[config.mk]
export PLATFORM = sky130hd
export DESIGN_NAME = i2c_temp_target_flat
export DESIGN_NICKNAME = d
export VERILOG_FILES = /design/src/rtl/i2c_temp_target_if.sv /design/src/rtl/i2c_temp_target.sv /design/src/flat_wrapper.sv
export SDC_FILE = /design/constraint.sdc
export NUM_CORES = 1
export LEC_CHECK = 0
export ABC_CLOCK_PERIOD_IN_PS = 6000
export BUFFER_PORTS_ARGS = -buffer_cell sky130_fd_sc_hd__buf_4
export CORE_AREA = 2 2 76 78
export CTS_BUF_LIST = sky130_fd_sc_hd__clkbuf_4 sky130_fd_sc_hd__clkbuf_8
export CTS_CLUSTER_DIAMETER = 50
export DETAILED_ROUTE_END_ITERATION = 12
export DIE_AREA = 0 0 78 80
export GPL_TIMING_DRIVEN = 0
export PLACE_DENSITY = 0.76
export RECOVER_POWER = 25
export SYNTH_ARGS = -nofsm -noshare
export SYNTH_HDL_FRONTEND = slang
export SYNTH_SLANG_ARGS = --single-unit
[constraint.sdc]
create_clock -name FSM_Clk -period 6 [get_ports FSM_Clk]
set_input_delay 0.9 -clock FSM_Clk [delete_from_list [all_inputs] [get_ports FSM_Clk]]
set_output_delay 0.9 -clock FSM_Clk [all_outputs]
set_load 0.005 [all_outputs]
[src/rtl/i2c_temp_target_if.sv]
// Open-drain I2C pin bundle for the ADT7420-style target: raw SCL/SDA levels in, SDA pull-down enable out.
interface i2c_temp_target_if;
  logic scl_in;
  logic sda_in;
  logic sda_oe;

  modport master (output scl_in, output sda_in, input sda_oe);
  modport slave  (input scl_in, input sda_in, output sda_oe);
endinterface

[src/rtl/i2c_temp_target.sv]
// I2C target emulating an ADT7420: pointer write, repeated start, multi-byte temperature/ID reads.
// Define I2C_TARGET_WRITE_EN to accept data bytes after the pointer (register 0x03 writable).
module i2c_temp_target #(
  parameter logic [6:0] DEV_ADDR = 7'h48,
  parameter logic [7:0] ID_VALUE = 8'hCB
) (
  input  logic                FSM_Clk,
  input  logic                rst_n,
  i2c_temp_target_if.slave    bus,
  input  logic [15:0]         temp_value,
  output logic [7:0]          config_reg,
  output logic                busy,
  output logic                rd_done
);

  typedef enum logic [3:0] {
    ST_IDLE      = 4'd0,
    ST_ADDR      = 4'd1,
    ST_ADDR_ACK  = 4'd2,
    ST_PTR       = 4'd3,
    ST_PTR_ACK   = 4'd4,
    ST_WDATA     = 4'd5,
    ST_WDATA_ACK = 4'd6,
    ST_RDATA     = 4'd7,
    ST_RACK      = 4'd8,
    ST_WAIT_STOP = 4'd9
  } state_t;

  state_t      state_q, state_d;
  logic        scl_s1_q, scl_s2_q, scl_h_q, scl_s1_d, scl_s2_d, scl_h_d;
  logic        sda_s1_q, sda_s2_q, sda_h_q, sda_s1_d, sda_s2_d, sda_h_d;
  logic [7:0]  shift_q, shift_d;
  logic [3:0]  bit_cnt_q, bit_cnt_d;
  logic [7:0]  tx_q, tx_d;
  logic [3:0]  ptr_q, ptr_d;
  logic [7:0]  cfg_q, cfg_d;
  logic [15:0] shadow_q, shadow_d;
  logic        sda_oe_q, sda_oe_d;
  logic        busy_q, busy_d;
  logic        rd_done_q, rd_done_d;

  logic        scl_rise_s, scl_fall_s, start_s, stop_s;
  logic        byte_done_s, addr_match_s, rx_state_s;
  logic [7:0]  rd_byte_s;

  function automatic logic [7:0] reg_read(input logic [3:0] ptr, input logic [15:0] shadow,
                                          input logic [7:0] cfg);
    case (ptr)
      4'h0:    reg_read = shadow[15:8];
      4'h1:    reg_read = shadow[7:0];
      4'h3:    reg_read = cfg;
      4'hB:    reg_read = ID_VALUE;
      default: reg_read = 8'h00;
    endcase
  endfunction

  // Pin synchronizer chain: two metastability flops then one history flop per line
  always_comb begin
    scl_s1_d = bus.scl_in;
    scl_s2_d = scl_s1_q;
    scl_h_d  = scl_s2_q;
    sda_s1_d = bus.sda_in;
    sda_s2_d = sda_s1_q;
    sda_h_d  = sda_s2_q;
  end

  assign scl_rise_s   = scl_s2_q & ~scl_h_q;
  assign scl_fall_s   = ~scl_s2_q & scl_h_q;
  assign start_s      = scl_s2_q & scl_h_q & sda_h_q & ~sda_s2_q;
  assign stop_s       = scl_s2_q & scl_h_q & ~sda_h_q & sda_s2_q;
  assign byte_done_s  = scl_fall_s & (bit_cnt_q == 4'd8);
  assign addr_match_s = (shift_q[7:1] == DEV_ADDR);
  assign rx_state_s   = (state_q == ST_ADDR) || (state_q == ST_PTR) || (state_q == ST_WDATA);
  assign rd_byte_s    = reg_read(ptr_q, shadow_q, cfg_q);

  // State register and all datapath/output flops
  always_ff @(posedge FSM_Clk) begin
    if (!rst_n) begin
      state_q   <= ST_IDLE;
      scl_s1_q  <= 1'b1;
      scl_s2_q  <= 1'b1;
      scl_h_q   <= 1'b1;
      sda_s1_q  <= 1'b1;
      sda_s2_q  <= 1'b1;
      sda_h_q   <= 1'b1;
      shift_q   <= 8'h00;
      bit_cnt_q <= 4'd0;
      tx_q      <= 8'h00;
      ptr_q     <= 4'h0;
      cfg_q     <= 8'h00;
      shadow_q  <= 16'h0000;
      sda_oe_q  <= 1'b0;
      busy_q    <= 1'b0;
      rd_done_q <= 1'b0;
    end else begin
      state_q   <= state_d;
      scl_s1_q  <= scl_s1_d;
      scl_s2_q  <= scl_s2_d;
      scl_h_q   <= scl_h_d;
      sda_s1_q  <= sda_s1_d;
      sda_s2_q  <= sda_s2_d;
      sda_h_q   <= sda_h_d;
      shift_q   <= shift_d;
      bit_cnt_q <= bit_cnt_d;
      tx_q      <= tx_d;
      ptr_q     <= ptr_d;
      cfg_q     <= cfg_d;
      shadow_q  <= shadow_d;
      sda_oe_q  <= sda_oe_d;
      busy_q    <= busy_d;
      rd_done_q <= rd_done_d;
    end
  end

  // Next-state logic; bus START/STOP override any bit-level progress
  always_comb begin
    state_d = state_q;
    if (start_s) begin
      state_d = ST_ADDR;
    end else if (stop_s) begin
      state_d = ST_IDLE;
    end else begin
      case (state_q)
        ST_IDLE: state_d = ST_IDLE;
        ST_ADDR: begin
          if (byte_done_s) state_d = addr_match_s ? ST_ADDR_ACK : ST_WAIT_STOP;
          else             state_d = ST_ADDR;
        end
        ST_ADDR_ACK: begin
          if (scl_fall_s) state_d = shift_q[0] ? ST_RDATA : ST_PTR;
          else            state_d = ST_ADDR_ACK;
        end
        ST_PTR: begin
          if (byte_done_s) state_d = ST_PTR_ACK;
          else             state_d = ST_PTR;
        end
        ST_PTR_ACK: begin
          if (scl_fall_s) begin
`ifdef I2C_TARGET_WRITE_EN
            state_d = ST_WDATA;
`else
            state_d = ST_WAIT_STOP;
`endif
          end else begin
            state_d = ST_PTR_ACK;
          end
        end
        ST_WDATA: begin
          if (byte_done_s) state_d = ST_WDATA_ACK;
          else             state_d = ST_WDATA;
        end
        ST_WDATA_ACK: begin
          if (scl_fall_s) state_d = ST_WDATA;
          else            state_d = ST_WDATA_ACK;
        end
        ST_RDATA: begin
          if (byte_done_s) state_d = ST_RACK;
          else             state_d = ST_RDATA;
        end
        ST_RACK: begin
          if (scl_rise_s && (bit_cnt_q == 4'd0) && sda_s2_q)      state_d = ST_WAIT_STOP;
          else if (scl_fall_s && (bit_cnt_q == 4'd1))             state_d = ST_RDATA;
          else                                                   state_d = ST_RACK;
        end
        ST_WAIT_STOP: state_d = ST_WAIT_STOP;
        default:      state_d = ST_IDLE;
      endcase
    end
  end

  // Outputs and datapath; sda_oe only moves on a detected SCL fall (or START/STOP)
  always_comb begin
    shift_d   = shift_q;
    bit_cnt_d = bit_cnt_q;
    tx_d      = tx_q;
    ptr_d     = ptr_q;
    cfg_d     = cfg_q;
    shadow_d  = shadow_q;
    sda_oe_d  = sda_oe_q;
    rd_done_d = 1'b0;
    busy_d    = (state_d == ST_ADDR_ACK) || (state_d == ST_PTR)   || (state_d == ST_PTR_ACK) ||
                (state_d == ST_WDATA)    || (state_d == ST_WDATA_ACK) ||
                (state_d == ST_RDATA)    || (state_d == ST_RACK);
    if (start_s || stop_s) begin
      sda_oe_d  = 1'b0;
      bit_cnt_d = 4'd0;
    end else begin
      if (rx_state_s && scl_rise_s && (bit_cnt_q != 4'd8)) begin
        shift_d   = {shift_q[6:0], sda_s2_q};
        bit_cnt_d = bit_cnt_q + 4'd1;
      end else begin
        shift_d   = shift_q;
      end
      case (state_q)
        ST_ADDR: begin
          if (byte_done_s) begin
            bit_cnt_d = 4'd0;
            sda_oe_d  = addr_match_s;
            // One snapshot per read keeps MSB/LSB from tearing
            if (addr_match_s && shift_q[0]) shadow_d = temp_value;
            else                            shadow_d = shadow_q;
          end else begin
            sda_oe_d = 1'b0;
          end
        end
        ST_ADDR_ACK: begin
          if (scl_fall_s) begin
            if (shift_q[0]) begin
              tx_d      = rd_byte_s;
              sda_oe_d  = ~rd_byte_s[7];
              bit_cnt_d = 4'd1;
            end else begin
              sda_oe_d  = 1'b0;
              bit_cnt_d = 4'd0;
            end
          end else begin
            sda_oe_d = 1'b1;
          end
        end
        ST_PTR: begin
          if (byte_done_s) begin
            bit_cnt_d = 4'd0;
            ptr_d     = shift_q[3:0];
            sda_oe_d  = 1'b1;
          end else begin
            sda_oe_d  = 1'b0;
          end
        end
        ST_WDATA: begin
          if (byte_done_s) begin
            bit_cnt_d = 4'd0;
            sda_oe_d  = 1'b1;
            ptr_d     = ptr_q + 4'd1;
`ifdef I2C_TARGET_WRITE_EN
            if (ptr_q == 4'h3) cfg_d = shift_q;
            else               cfg_d = cfg_q;
`endif
          end else begin
            sda_oe_d  = 1'b0;
          end
        end
        ST_PTR_ACK, ST_WDATA_ACK: begin
          if (scl_fall_s) begin
            sda_oe_d  = 1'b0;
            bit_cnt_d = 4'd0;
          end else begin
            sda_oe_d  = 1'b1;
          end
        end
        ST_RDATA: begin
          if (scl_fall_s) begin
            if (bit_cnt_q == 4'd8) begin
              sda_oe_d  = 1'b0;
              bit_cnt_d = 4'd0;
            end else begin
              tx_d      = {tx_q[6:0], 1'b0};
              sda_oe_d  = ~tx_q[6];
              bit_cnt_d = bit_cnt_q + 4'd1;
            end
          end else begin
            sda_oe_d = sda_oe_q;
          end
        end
        ST_RACK: begin
          // bit_cnt 0: waiting for master's ACK bit; 1: ACK seen, reload on next fall
          if (scl_rise_s && (bit_cnt_q == 4'd0)) begin
            rd_done_d = 1'b1;
            if (!sda_s2_q) begin
              ptr_d     = ptr_q + 4'd1;
              bit_cnt_d = 4'd1;
            end else begin
              bit_cnt_d = 4'd0;
            end
          end else if (scl_fall_s && (bit_cnt_q == 4'd1)) begin
            tx_d     = rd_byte_s;
            sda_oe_d = ~rd_byte_s[7];
          end else begin
            sda_oe_d = 1'b0;
          end
        end
        ST_IDLE, ST_WAIT_STOP: begin
          sda_oe_d  = 1'b0;
          bit_cnt_d = 4'd0;
        end
        default: begin
          sda_oe_d  = 1'b0;
          bit_cnt_d = 4'd0;
        end
      endcase
    end
  end

  assign bus.sda_oe = sda_oe_q;
  assign config_reg = cfg_q;
  assign busy       = busy_q;
  assign rd_done    = rd_done_q;

endmodule

[src/flat_wrapper.sv]
// flat-port wrapper written by rule: the top's interface ports become plain ports
module i2c_temp_target_flat 
#(
  parameter logic [6:0] DEV_ADDR = 7'h48,
  parameter logic [7:0] ID_VALUE = 8'hCB
)
  (FSM_Clk, rst_n, temp_value, config_reg, busy, rd_done, bus_scl_in, bus_sda_in, bus_sda_oe);
  i2c_temp_target_if bus_i ();
  input  logic FSM_Clk;
  input  logic rst_n;
  input  logic [15:0] temp_value;
  output logic [7:0] config_reg;
  output logic busy;
  output logic rd_done;
  input wire logic [$bits(bus_i.scl_in)-1:0] bus_scl_in;
  input wire logic [$bits(bus_i.sda_in)-1:0] bus_sda_in;
  output wire logic [$bits(bus_i.sda_oe)-1:0] bus_sda_oe;
  assign bus_i.scl_in = bus_scl_in;
  assign bus_i.sda_in = bus_sda_in;
  assign bus_sda_oe = bus_i.sda_oe;
  i2c_temp_target #(.DEV_ADDR(DEV_ADDR), .ID_VALUE(ID_VALUE)) u_core (.FSM_Clk(FSM_Clk), .rst_n(rst_n), .bus(bus_i), .temp_value(temp_value), .config_reg(config_reg), .busy(busy), .rd_done(rd_done));
endmodule
# Yosys cells after proc, flatten, opt, wreduce, memory -nomap -nowiden
# Index checks and enable logic that the tools add are counted.
dict set report classes {
  n_addsub 2
  n_eq_ne 32
  n_mux 48
  n_bitwise 17
  reduce_logical 29
}
# op count
set op_table {}
lappend op_table {{4-bit two-way mux} 20}
lappend op_table {{7-bit two-way mux} 6}
lappend op_table {{4-bit one-hot mux with 9 select lines} 1}
lappend op_table {{4-bit by 3-bit equality test with 1-bit output, second input constant} 8}
lappend op_table {{8-bit one-hot mux with 3 select lines} 1}
lappend op_table {{7-bit one-hot mux with 3 select lines} 1}
lappend op_table {{4-bit equality test, second input constant} 5}
lappend op_table {{4-bit one-hot mux with 5 select lines} 1}
lappend op_table {{4-bit by 2-bit equality test with 1-bit output, second input constant} 4}
lappend op_table {{2-bit by 1-bit inequality test with 1-bit output, second input constant} 7}
lappend op_table {{4-bit by 1-bit equality test with 1-bit output, second input constant} 3}
lappend op_table {{1-bit two-way mux} 12}
lappend op_table {{4-bit one-hot mux with 3 select lines} 1}
lappend op_table {{1-bit logical OR} 9}
lappend op_table {{1-bit NOT} 9}
lappend op_table {{4-bit by 1-bit adder with 4-bit output, second input constant} 2}
lappend op_table {{1-bit bitwise AND} 8}
lappend op_table {{4-bit logical NOT} 2}
lappend op_table {{8-bit AND reduction} 1}
lappend op_table {{7-bit equality test, second input constant} 1}
lappend op_table {{1-bit logical AND} 6}
lappend op_table {{3-bit two-way mux} 2}
lappend op_table {{2-bit inequality test, second input constant} 3}
lappend op_table {{1-bit one-hot mux with 6 select lines} 1}
lappend op_table {{other kinds (8)} 14}
dict set report totals {
  regBits 52
  input_bits 20
  out_inout_bits 11
}

# Longest topological paths before layout
dict set report logic_depth {
  word_depth 15
  mapped_depth 10
  depth_no_buf 7
}

# Worst setup path after synthesis
# No wires, ideal clock.
dict set report synth_timing {
  path_kind {register -> register}
  startpoint {register u_core.bit_cnt_q[0]}
  endpoint {register u_core.tx_q[2]}
  setup_time_ps 70
  arrival_time_ps 2030
  slack_ps 3900
  path_stages_with_launch 8
  n_path_buf 0
  path_cell_list {dfxtp_1 -> inv_1 -> ha_1 -> nor4bb_1 -> a32o_1 -> a211o_1 -> or4_1 -> a21oi_1}
}
dict set report synth_via {
  elab_chain_cells 4
}
# element line_no
set synth_lines {}
lappend synth_lines {{from (decl)} i2c_temp_target.sv:33} ;# logic [3:0] bit_cnt_q, bit_cnt_d;
lappend synth_lines {{from (signal assigned)} i2c_temp_target.sv:104} ;# bit_cnt_q <= bit_cnt_d;
lappend synth_lines {{4-bit by 1-bit equality test with 1-bit output or 4-bit logical NOT (tied branches)} {i2c_temp_target.sv:274, i2c_temp_target.sv:266}}
lappend synth_lines {{1-bit logical AND, on equally long branches} {i2c_temp_target.sv:274, i2c_temp_target.sv:266}}
lappend synth_lines {{2-bit by 1-bit inequality test with 1-bit output (no source line) or 2-bit inequality test (tied branches)} n/a}
lappend synth_lines {{8-bit AND reduction (no source line) (*)} n/a}
lappend synth_lines {{to (signal assigned)} i2c_temp_target.sv:105} ;# tx_q <= tx_d;
lappend synth_lines {{to (decl)} i2c_temp_target.sv:34} ;# logic [7:0] tx_q, tx_d;
# Every way passes the cells marked *; elsewhere a longest branch is shown, timed or not.
# A chain may end at the register's enable or synchronous reset.

# Final worst setup path
dict set report layout_timing {
  startpoint {register u_core.bit_cnt_q[0]}
  endpoint {register u_core.shadow_q[7]}
}
dict set report layout_via {
  elab_chain_cells 3
}
# element line_no
set layout_lines {}
lappend layout_lines {{4-bit equality test} i2c_temp_target.sv:71} ;# assign byte_done_s = scl_fall_s & (bit_cnt_q == 4'd8);
lappend layout_lines {{1-bit bitwise AND} i2c_temp_target.sv:71}
lappend layout_lines {{4-bit AND reduction (no source line)} n/a}
lappend layout_lines {{to (signal assigned)} i2c_temp_target.sv:108} ;# shadow_q <= shadow_d;
lappend layout_lines {{to (decl)} i2c_temp_target.sv:37} ;# logic [15:0] shadow_q, shadow_d;
# No other way between the ends.

==> metrics.cfg <==
[run_status]
status = finished, final reports clean

[clock_network]
cts_tree = built
holdBufCountCts = 0
cts_max_level = 2
clock_path_buffers = 2
ctsResizeCount = 0
clkSlewWorstSetupHoldPaths_ns = 0.10
cts-buffers-inserted = 5
post_cts_buffers = 0
insertion_delay_ns = 0.30
root_buffer = clkbuf_8
clock_sink_count = 52

[synthesis]
yosysSeqAreaShare_pct = 35.7
synthTopCellsByArea = dfxtp_1, nand2_1, a21oi_1
syn_area_um2 = 2910
synth_top_area_cell = dfxtp_1
synth_edf_count = 0
synth_cells = 362
ys_seq_elements = 52
async_reset_ff_share_pct = 0
synth_area_per_cell_um2 = 8.05
synth_cell_types = 67
synth_flop_cell = dfxtp_1
synth_top_area_share_pct = 35.7
ys_warn_count = 0

[placed_design]
dp_cells = 463
dpl.hpwl_um = 5240
dp_slack_ns = 3.54
io_buffers = 22
dpl_cell_area_um2 = 3190
finalWeightedCongestion = 0.926

[route]
wl_per_cell_um = 15.0
antenna_left = 0
drt_iter0_markers = 214
routed_wl_um = 7040
drt_first_pass_iters = 6
num_vias = 2792
vias_per_cell = 5.93
drc = 0

[pwr]
p_sw_share_pct = 22.8
switchingPower_uw = 133
power_uw = 583
p_int_uw = 450
vdd_drop_max_uv = 148
seq_power_share_pct = 59.6
comb_power_share_pct = 5.6
cellPowerDensity_nw_per_um2 = 178
clkPwrFrac_pct = 34.8
p_leak_nw = 1.23

[worst_hold_path]
hp-class = flop to flop

[final_layout]
drive_gt1_share_pct = 12.8
fin_area_um2 = 3280
fin_cells = 471
num_antenna_cells = 0
nFillCells = 508
area_growth_syn_to_layout_pct = 12.6
most-common-layout-cells = dfxtp_1, nand2_1, a21oi_1, nor2_1, buf_4
postLayoutCoreUtil_pct = 60.7
layout_commonest_cell = dfxtp_1
nets = 424

[global_route]
grt_usage_pct = 23.0
antenna_found_initial = 0
grt_pass1_wl_um = 11600
grt_max_degree = 17
grt_pass1_vias = 2523
overflow = 0

[timing]
period_minus_slack_ns = 2.47
layout_setup_ws_ns = 3.53
setup_violations = 0
hold_viol_final = 0
holdWs_ns = 0.411
fmax_mhz = 406
worst_slew_pin_slew_ns = 0.950
finalCritPeriodShare_pct = 41.1
fin_tns_setup_ns = 0
drv_slew = 0
relSlewSlack_pct = 36.5
rsz0062_at_grt = no
final.setup_skew_ns = 0.00841

[floorplanning]
die_x_um = 78
num_rows = 27
start_util_pct = 53.9
die-height_um = 80
core_um2 = 5410
io_pins = 31
die_area_um2 = 6240

[critical_path]
critPathCaptureType = flop
worstPathMaxFanout = 10
critPathKind = flop to flop
arrival_ns = 2.70
critPathRequiredTime_ns = 6.24
startpoint_type = flop

[flow_run]
cap_viol_max_count = 0

[sequential cells by signal, summed over array words and instances, names as in the netlist, 4 cells and up]
signal / count
u_core.shadow_q: 16
u_core.tx_q: 7
u_core.shift_q: 8
u_core.ptr_q: 4
u_core.state_q: 4
u_core.bit_cnt_q: 4
[synth_stat cells, drive strengths merged (4+ instances only)]
cell type,n
dfxtp,52
nand2,50
a21oi,35
nor2,26
o21ai,21
clkbuf,18
buf,16
inv,11
nand2b,11
nand3,10
mux2i,9
a221oi,8
nor2b,7
ha,6
nand4,5
nand3b,4
nor3,4
or4,4
[final timing paths]
kind / depth (start not counted) / from / endpoint / slack, ns
worst max-delay path: 9 / u_core.bit_cnt_q[0] / u_core.shadow_q[7] / 3.53
worst min-delay path: 1 / u_core.scl_s1_q / u_core.scl_h_d / 0.41
worst max register to register: 9 / u_core.bit_cnt_q[0] / u_core.shadow_q[7] / 3.53
worst min register to register: 1 / u_core.scl_s1_q / u_core.scl_h_d / 0.41
[power by group through the flow]
| stage | sequential, mW | clock, mW | combinational, mW |
|---|---|---|---|
| 6_report | 0.348 | 0.203 | 0.0327 |
| 5_1_grt | 0.348 | 0.225 | 0.0357 |
| 4_1_cts | 0.348 | 0.209 | 0.0323 |
| 3_5_place_dp | 0.356 | 0 | 0.0323 |
| 3_3_place_gp | 0.356 | 0 | 0.0320 |
| 2_1_floorplan | 0.355 | 0 | 0.0185 |
[routing by layer]
metal / wire length (µm) / GRT usage, %
met5: 0 / 0
met4: 103 / 6.67
met3: 482 / 3.62
met2: 3290 / 37.0
met1: 3170 / 32.1
[critical path, cell delays in order, from the launching register on]
cell	delay, ns
dfxtp_1	0.37
inv_1	0.13
ha_1	0.21
and3b_1	0.16
buf_2	0.17
nand4_1	0.23
nor3_2	0.50
clkbuf_1	0.38
nand2_1	0.11
a21oi_1	0.14
[kinds of logic after synthesis]
family                     Yosys count  share of synthesized area (%)
AOI/OAI and AO/OA                  105                           24.2
xor gates and xnor gates             2                          0.601
adders and majority gates            6                           2.58
buffers and inverters               45                           7.77
DFF                                 52                           35.7
muxes                               10                           3.48
other                                1                          0.129
and+or+nand+nor                    141                           25.5
[final cells by class]
cell class | count | area, µm² | area share, %
buffer | 34 | 185 | 5.64
clock buffer | 6 | 76.3 | 2.33
clock inverter | 2 | 13.8 | 0.420
inverter | 11 | 41.3 | 1.26
multi-input combinational | 272 | 1670 | 51.0
sequential | 52 | 1040 | 31.7
tap | 72 | 90.1 | 2.75
timing repair buffer | 22 | 161 | 4.92
Power figures use the tool's default switching activity.
